## src/rtl/card_dealer_if.sv

```systemverilog
// Request/response bundle between the card dealer and its controller
// (game FSM / MIPS I/O side).
interface card_dealer_if;
    logic        seed_load;
    logic [31:0] seed_in;
    logic        shuffle;
    logic        deal_req;
    logic        deal_ready;
    logic        card_valid;
    logic [5:0]  card;
    logic [3:0]  rank;
    logic [1:0]  suit;
    logic [5:0]  cards_left;
    logic        deck_empty;

    modport master (
        output seed_load, seed_in, shuffle, deal_req,
        input  deal_ready, card_valid, card, rank, suit, cards_left, deck_empty
    );

    modport slave (
        input  seed_load, seed_in, shuffle, deal_req,
        output deal_ready, card_valid, card, rank, suit, cards_left, deck_empty
    );
endinterface

```

## src/rtl/card_dealer.sv

```systemverilog
// Deals unique cards from a 52-card deck: xorshift32 draw, bit-serial mod 52,
// then linear probing of the dealt mask until a free slot is found.
module card_dealer #(
    parameter logic [31:0] SEED = 32'h0000_0001
) (
    input logic        clock,
    input logic        reset,
    card_dealer_if.slave bus
);
    typedef enum logic [2:0] {IDLE, STEP, REDUCE, PROBE, EMIT} state_t;

    state_t      state, state_nx;
    logic [31:0] rng, shreg;
    logic [5:0]  rem, cnt, idx;
    logic [51:0] mask;
    logic [5:0]  card, cards_left;
    logic [3:0]  rank;
    logic [1:0]  suit;

    function automatic logic [31:0] xorshift(input logic [31:0] x);
        logic [31:0] y;
        y = x ^ (x << 13);
        y = y ^ (y >> 17);
        y = y ^ (y << 5);
        return y;
    endfunction

    logic [31:0] rng_nx;
    logic [6:0]  t;
    logic [5:0]  rem_nx, idx_wrap, base, rank_full;
    logic [1:0]  suit_nx;

    always_comb begin
        rng_nx   = xorshift(rng);
        t        = {rem, shreg[31]};
        rem_nx   = (t >= 7'd52) ? 6'(t - 7'd52) : t[5:0];
        idx_wrap = (idx == 6'd51) ? 6'd0 : idx + 6'd1;
        if (idx >= 6'd39)      suit_nx = 2'd3;
        else if (idx >= 6'd26) suit_nx = 2'd2;
        else if (idx >= 6'd13) suit_nx = 2'd1;
        else                   suit_nx = 2'd0;
        base      = 6'(suit_nx) * 6'd13;
        rank_full = idx - base + 6'd1;
    end

    always_ff @(posedge clock) begin
        if (reset) state <= IDLE;
        else       state <= state_nx;
    end

    always_comb begin
        state_nx = state;
        if (bus.shuffle) begin
            state_nx = IDLE;
        end else begin
            case (state)
                IDLE:    if (bus.deal_req && bus.deal_ready) state_nx = STEP;
                STEP:    state_nx = REDUCE;
                REDUCE:  if (cnt == 6'd1) state_nx = PROBE;
                PROBE:   if (!mask[idx]) state_nx = EMIT;
                EMIT:    state_nx = IDLE;
                default: state_nx = IDLE;
            endcase
        end
    end

    always_ff @(posedge clock) begin
        if (reset) begin
            rng        <= SEED;
            shreg      <= '0;
            rem        <= '0;
            cnt        <= '0;
            idx        <= '0;
            mask       <= '0;
            card       <= '0;
            rank       <= '0;
            suit       <= '0;
            cards_left <= 6'd52;
        end else begin
            // A running deal already copied its draw into shreg, so reseeding
            // mid-deal only affects the next request.
            if (bus.seed_load)
                rng <= (bus.seed_in == 32'd0) ? SEED : bus.seed_in;
            else if (!bus.shuffle && state == STEP)
                rng <= rng_nx;

            if (bus.shuffle) begin
                mask       <= '0;
                cards_left <= 6'd52;
            end else begin
                case (state)
                    STEP: begin
                        shreg <= rng_nx;
                        rem   <= '0;
                        cnt   <= 6'd32;
                    end
                    REDUCE: begin
                        rem   <= rem_nx;
                        idx   <= rem_nx;
                        shreg <= shreg << 1;
                        cnt   <= cnt - 6'd1;
                    end
                    PROBE: begin
                        if (mask[idx]) begin
                            idx <= idx_wrap;
                        end else begin
                            mask[idx]  <= 1'b1;
                            cards_left <= cards_left - 6'd1;
                            card       <= idx + 6'd1;
                            rank       <= rank_full[3:0];
                            suit       <= suit_nx;
                        end
                    end
                    default: ;
                endcase
            end
        end
    end

    assign bus.deck_empty = (cards_left == 6'd0);
    assign bus.deal_ready = (state == IDLE) && (cards_left != 6'd0);
    assign bus.card_valid = (state == EMIT);
    assign bus.card       = card;
    assign bus.rank       = rank;
    assign bus.suit       = suit;
    assign bus.cards_left = cards_left;
endmodule

```

## src/flat_wrapper.sv

```systemverilog
// flat-port wrapper written by rule: the top's interface ports become plain ports
module card_dealer_flat 
#(
    parameter logic [31:0] SEED = 32'h0000_0001
)
  (clock, reset, bus_seed_load, bus_seed_in, bus_shuffle, bus_deal_req, bus_deal_ready, bus_card_valid, bus_card, bus_rank, bus_suit, bus_cards_left, bus_deck_empty);
  card_dealer_if bus_i ();
  input logic clock;
  input logic reset;
  input wire logic [$bits(bus_i.seed_load)-1:0] bus_seed_load;
  input wire logic [$bits(bus_i.seed_in)-1:0] bus_seed_in;
  input wire logic [$bits(bus_i.shuffle)-1:0] bus_shuffle;
  input wire logic [$bits(bus_i.deal_req)-1:0] bus_deal_req;
  output wire logic [$bits(bus_i.deal_ready)-1:0] bus_deal_ready;
  output wire logic [$bits(bus_i.card_valid)-1:0] bus_card_valid;
  output wire logic [$bits(bus_i.card)-1:0] bus_card;
  output wire logic [$bits(bus_i.rank)-1:0] bus_rank;
  output wire logic [$bits(bus_i.suit)-1:0] bus_suit;
  output wire logic [$bits(bus_i.cards_left)-1:0] bus_cards_left;
  output wire logic [$bits(bus_i.deck_empty)-1:0] bus_deck_empty;
  assign bus_i.seed_load = bus_seed_load;
  assign bus_i.seed_in = bus_seed_in;
  assign bus_i.shuffle = bus_shuffle;
  assign bus_i.deal_req = bus_deal_req;
  assign bus_deal_ready = bus_i.deal_ready;
  assign bus_card_valid = bus_i.card_valid;
  assign bus_card = bus_i.card;
  assign bus_rank = bus_i.rank;
  assign bus_suit = bus_i.suit;
  assign bus_cards_left = bus_i.cards_left;
  assign bus_deck_empty = bus_i.deck_empty;
  card_dealer #(.SEED(SEED)) u_core (.clock(clock), .reset(reset), .bus(bus_i));
endmodule
```

## config.mk

```make
export PLATFORM = sky130hd
export DESIGN_NAME = card_dealer_flat
export DESIGN_NICKNAME = d
export VERILOG_FILES = /design/src/rtl/card_dealer_if.sv /design/src/rtl/card_dealer.sv /design/src/flat_wrapper.sv
export SDC_FILE = /design/constraint.sdc
export NUM_CORES = 1
export LEC_CHECK = 0
export BUFFER_PORTS_ARGS = -buffer_cell sky130_fd_sc_hd__buf_2
export CAP_MARGIN = 20
export CORE_UTILIZATION = 60
export DETAILED_ROUTE_END_ITERATION = 12
export PLACE_DENSITY = 0.9
export SLEW_MARGIN = 20
export SYNTH_ARGS = -nofsm -noshare
export SYNTH_HDL_FRONTEND = slang
export SYNTH_SLANG_ARGS = --single-unit
```

## constraint.sdc

```tcl
create_clock -name clock -period 4.1 [get_ports clock]
set_clock_uncertainty 0.05 [all_clocks]
set_input_delay 0.205 -clock clock [delete_from_list [all_inputs] [get_ports clock]]
set_output_delay 0.205 -clock clock [all_outputs]
set_load 0.05 [all_outputs]
```

# Word level (Yosys, flattened, before mapping)
# Cells that the tools add are included.
[classes]
eq_ne = 10
add_sub_neg = 6
n_bitwise = 6
magnitude_cmp = 6
muxes = 21
reduce_logical = 18
mul = 1
[ops]
columns = ["operator", "count"]
rows = [
  ["32-bit 2-to-1 mux", 3],
  ["32-bit one-hot mux with 2 select lines", 1],
  ["32-bit XOR", 2],
  ["52-bit bitwise OR", 1],
  ["6-bit one-hot mux with 2 select lines", 3],
  ["32-bit logical NOT", 1],
  ["32-bit by 15-bit XOR with 32-bit output", 1],
  ["6-bit 2-to-1 mux", 3],
  ["3-bit one-hot mux with 4 select lines", 1],
  ["6-bit by 1-bit subtractor with 6-bit output (second input constant)", 2],
  ["3-bit 2-to-1 mux", 3],
  ["3-bit AND reduction", 3],
  ["7-bit by 6-bit greater-or-equal comparator with 1-bit output (second input constant)", 1],
  ["6-bit by 7-bit less-than comparator with 1-bit output (second input constant)", 1],
  ["6-bit by 1-bit adder with 6-bit output (second input constant)", 1],
  ["1-bit binary-select mux with 6-bit select", 1],
  ["1-bit demux with 6-bit select", 1],
  ["3-bit by 2-bit equality test with 1-bit output (second input constant)", 2],
  ["6-bit by 1-bit equality test with 1-bit output (second input constant)", 1],
  ["6-bit equality test (second input constant)", 1],
  ["6-bit by 1-bit greater-or-equal comparator with 1-bit output (second input constant)", 1],
  ["6-bit by 4-bit greater-or-equal comparator with 1-bit output (second input constant)", 1],
  ["6-bit by 5-bit greater-or-equal comparator with 1-bit output (second input constant)", 1],
  ["6-bit greater-or-equal comparator (second input constant)", 1],
  ["other kinds (19)", 31],
]
[totals]
output_inout_bits = 21
word_cells = 79
reg_bits = 155

# Longest topological paths before layout
[logic_depth]
depth_word = 7
ltp_mapped = 16

# Worst setup path before layout
# No wires, ideal clock.
[synth_timing]
path_type = "register to output"
start = "register u_core.cards_left[0], in the netlist u_core.bus.cards_left[0]"
end = "output port bus_deal_ready"
required_ps = 3845
path_stages_with_launch = 6
path_buffers = 0
arrival_ps = 2825
path_slack_ps = 1020
path_cell_list = "dfxtp_1 inv_1 ha_1 nand2_1 nor3_1 nor4_1"
[synth_via]
elab_chain_len = 2
[synth_lines]
columns = ["item", "line_no", "rtl"]
rows = [
  ["start: declaration", "card_dealer.sv:16", "logic [5:0] card, cards_left;"],
  ["start signal: assignment", "card_dealer.sv:108", "cards_left <= cards_left - 6'd1;"],
  ["6-bit nonzero test", "card_dealer.sv:121", "assign bus.deal_ready = (state == IDLE) && (cards_left != 6'd0);"],
  ["1-bit logical AND", "card_dealer.sv:121", ""],
  ["end: declaration", "flat_wrapper.sv:14", "output wire logic [$bits(bus_i.deal_ready)-1:0] bus_deal_ready;"],
]
# Every way passes these cells.

# Worst setup path after layout
[layout_timing]
start = "register u_core.idx[0]"
end = "register u_core.mask[4]"
[layout_via]
elab_chain_len = 5
[layout_lines]
columns = ["item", "line_no", "rtl"]
rows = [
  ["start: declaration", "card_dealer.sv:14", "logic [5:0] rem, cnt, idx;"],
  ["start signal: assignment", "card_dealer.sv:99", "idx <= rem_nx;"],
  ["start signal: assignment", "card_dealer.sv:105", "idx <= idx_wrap;"],
  ["6-bit by 7-bit less-than comparator with 1-bit output (implied by the code) / 6-bit by 1-bit greater-or-equal comparator with 1-bit output (equally long branches)", "card_dealer.sv:107", "mask[idx] <= 1'b1;"],
  ["1-bit logical AND (implied by the code)", "card_dealer.sv:107", ""],
  ["1-bit 2-to-1 mux (implied by the code)", "card_dealer.sv:107", ""],
  ["1-bit demux with 6-bit select", "n/a", ""],
  ["52-bit bitwise OR (no line)", "n/a", ""],
  ["end signal: assignment", "card_dealer.sv:74", "mask <= '0;"],
  ["end signal: assignment", "card_dealer.sv:88", "mask <= '0;"],
  ["end signal: indexed assignment", "card_dealer.sv:107", ""],
  ["end: declaration", "card_dealer.sv:15", "logic [51:0] mask;"],
]
# Several ways; a longest one is shown, not always the timed one. The select of a mux whose other input is x is not followed.
# A chain may end at the register's enable or synchronous reset.

==> flow_metrics.py <==
metrics = {
    "status": {
        "status": "complete, no violations",
    },
    "timing": {
        "tightest_slew_ps": 1090,
        "fin_ws_ps": 739,
        "post-route-period-util_pct": 82.0,
        "tns_ps": 0,
        "min_period_ps": 3360,
        "max_slew_margin_pct": 27.4,
        "drv_slew": 0,
        "hold_viol": 0,
        "max_freq_ghz": 0.298,
        "rsz0062_at_grt": "no",
        "setup_viol": 0,
    },
    "clocking": {
        "cts_buffers": 17,
        "clock_latency_ps": 430,
        "cts_tree": "yes",
        "clockBufferDepth": 2,
        "post_cts_buffers": 0,
        "root_buffer": "clkbuf_16",
        "htreeDepth": 4,
        "path_clk_slew_ps": 60,
        "clock_sinks": 155,
    },
    "placed_design": {
        "hpwl_microns": 12700,
        "port_buffers": 57,
        "place_ws_ps": 829,
        "postPlaceCellArea_sq_um": 8100,
        "place_congestion": 0.919,
    },
    "worst_hold_path": {
        "hold_start": "bus_seed_in[16]",
        "hold_class": "in -> reg",
    },
    "synthesis": {
        "synth_mux_area_share_pct": 4.70,
        "yosys_warnings": 0,
        "synth_cell_types": 67,
        "synthSimpleGateAreaFrac_pct": 19.3,
        "synth_top_family_by_area": "simple AND/OR/NAND/NOR gates",
        "synth.cell_area_sq_um": 7770,
        "synthesis.instances": 938,
        "synth_nets": 988,
        "synthArstFlopShare_pct": 0,
        "synth_compound_area_share_pct": 19.0,
        "syn_avg_cell_area_sq_um": 8.29,
        "synth_seq_cells": 155,
        "yosys_most_used_dff": "dfxtp_1",
        "synth-edff-count": 0,
        "seq_area_frac_synth_pct": 39.9,
        "synth-xor-area-share_pct": 10.5,
        "synth-adder-area-share_pct": 2.19,
    },
    "worst_setup_path": {
        "crit_start": "u_core.idx[0]",
        "critPathMaxFanout": 16,
        "crit-reg2reg-launch": "u_core.idx[0]",
        "required_ps": 4420,
        "cp.arrival_ps": 3680,
        "startpoint_type": "register",
        "critPathKind": "reg -> reg",
        "endpoint_kind": "register",
    },
    "global_route": {
        "grt_use_total_pct": 31.7,
        "first_global_vias": 6602,
        "grt_pass1_wl_microns": 32900,
        "grt_start_max_net_pins": 98,
        "antenna_found_initial": 0,
        "globalRouteOverflowTotal": 0,
    },
    "route": {
        "routedWlPerCell_microns": 17.6,
        "wl_met3_microns": 1610,
        "met2_length_microns": 9440,
        "routed.top_layer": "met4",
        "ant_nets": 0,
        "vias_per_cell": 6.13,
        "drt_wl_total_microns": 20600,
        "via_count": 7176,
        "drt-pass1-iter-count": 5,
        "drtIter0Drc": 837,
        "met1Wirelength_microns": 8520,
        "drc": 0,
    },
    "final_layout": {
        "drive_above_1_share_pct": 11.1,
        "num_antenna_cells": 0,
        "final_common_cell": "dfxtp_1",
        "fill_cells": 842,
        "area_growth_syn_to_layout_pct": 15.4,
        "seq_area_sq_um": 3100,
        "layout_common_cells": "dfxtp_1, nor2_1, nand2_1",
        "final_area_sq_um": 8970,
        "multi_input_area_sq_um": 4350,
        "final_nets": 1035,
    },
    "floorplanning": {
        "row_count": 41,
        "io_pins": 58,
        "fp.dieW_microns": 116,
        "coreArea_sq_um": 12600,
        "start_util_pct": 61.6,
        "die_y_microns": 116,
        "die_area_sq_um": 13400,
    },
    "power_and_ir_drop": {
        "peakVddDrop_mv": 0.308,
        "p_per_area_nw_per_um2": 408,
        "p_leak_nw": 3.32,
    },
    "job": {
        "drv_cap": 0,
    },
}
-- critical path, stage by stage, from the launching register on --
cell and delay (ps):
dfxtp_1 680, buf_4 290, mux4_1 570, mux2i_1 180
or4_1 180, nand4_4 200, nor4_4 520, and3b_1 410
a32o_1 220
-- final cells by class --
type / instances / area share, %
Tap cell: 172 / 2.40
Sequential cell: 155 / 34.6
Clock buffer: 27 / 5.61
Clock inverter: 5 / 1.19
Inverter: 19 / 0.795
Timing Repair Buffer: 93 / 6.95
Multi-Input combinational cell: 699 / 48.5
-- repair_timing --
item | CTS | global route
gates resized for setup | 0 | 0
hold buffers | 26 | 0
hold endpoints to repair | 26 | 0
-- kinds of logic after synthesis --
family | after synthesis
AOI/OAI and AO/OA | 230
buffers and inverters | 84
DFF | 155
adders and majority gates | 13
xor gates and xnor gates | 93
muxes | 30
and+or+nand+nor | 333
-- routing by layer --
layer,vias up,GRT usage (%)
met3,105,7.43
li1,3340,-
met2,391,49.8
met4,0,17.8
met5,-,0
met1,3340,40.1
-- report_power, final --
part	switching [mW]	internal (mW)
registers	0.0391	1.54
clock network	0.605	1.02
logic	0.276	0.168
-- cells in the mapped netlist (3+ instances only) --
| master | n | area (sq um) |
|---|---|---|
| buf_1 | 4 | 15.0 |
| clkbuf_1 | 52 | 195 |
| a211oi_2 | 3 | 37.5 |
| o21ai_0 | 67 | 335 |
| a221oi_1 | 3 | 26.3 |
| a211oi_1 | 34 | 255 |
| nand3_1 | 9 | 45.0 |
| and3_1 | 3 | 18.8 |
| mux4_1 | 3 | 78.8 |
| and3b_1 | 4 | 35.0 |
| o31ai_1 | 5 | 37.5 |
| mux2i_1 | 23 | 230 |
| inv_1 | 18 | 67.6 |
| a22oi_1 | 7 | 52.6 |
| nor2_1 | 137 | 514 |
| o211ai_1 | 17 | 128 |
| nor3_1 | 16 | 80.1 |
| nor3b_1 | 5 | 37.5 |
| xnor2_1 | 63 | 552 |
| ha_1 | 12 | 150 |
| buf_2 | 5 | 25.0 |
| dfxtp_1 | 155 | 3100 |
| nor4_1 | 13 | 81.3 |
| xor2_1 | 30 | 263 |
| a32o_1 | 5 | 50.1 |
| nand2_1 | 115 | 432 |
| a22o_1 | 5 | 43.8 |
| or3_1 | 5 | 31.3 |
| a21oi_1 | 65 | 325 |
| nor2b_1 | 5 | 31.3 |
| nand2b_1 | 3 | 18.8 |
-- metrics by stage --
stage / instances / utilization [%] / hold slack [ps] / total power, mW
floorplan: 938 / - / 294 / 1.89
global placement: 1112 / 64.2 / 378 / 2.00
detailed placement: 1112 / 64.2 / 388 / 2.00
CTS: 1170 / 71.1 / 1.92 / 3.63
global route: 1170 / 71.1 / 39.5 / 3.75
finish: 1170 / 71.1 / 17.5 / 3.66
-- state kept, by name (all words and copies together), names as in the netlist --
name                   cells
u_core.cnt                 6
u_core.bus.rank            4
u_core.bus.card            6
u_core.state               3
u_core.bus.suit            2
u_core.rng                32
u_core.mask               52
u_core.idx                 6
u_core.bus.cards_left      6
u_core.rem                 6
u_core.shreg              32
-- worst paths after layout --
kind	to	slack (ps)	cells after the start
max	u_core.mask[4]	740	8
min	u_core.rng[16]	20	3
max reg2reg	u_core.mask[4]	740	8
min reg2reg	u_core.mask[35]	400	2
Note: power is estimated with default switching activity, not from simulation.
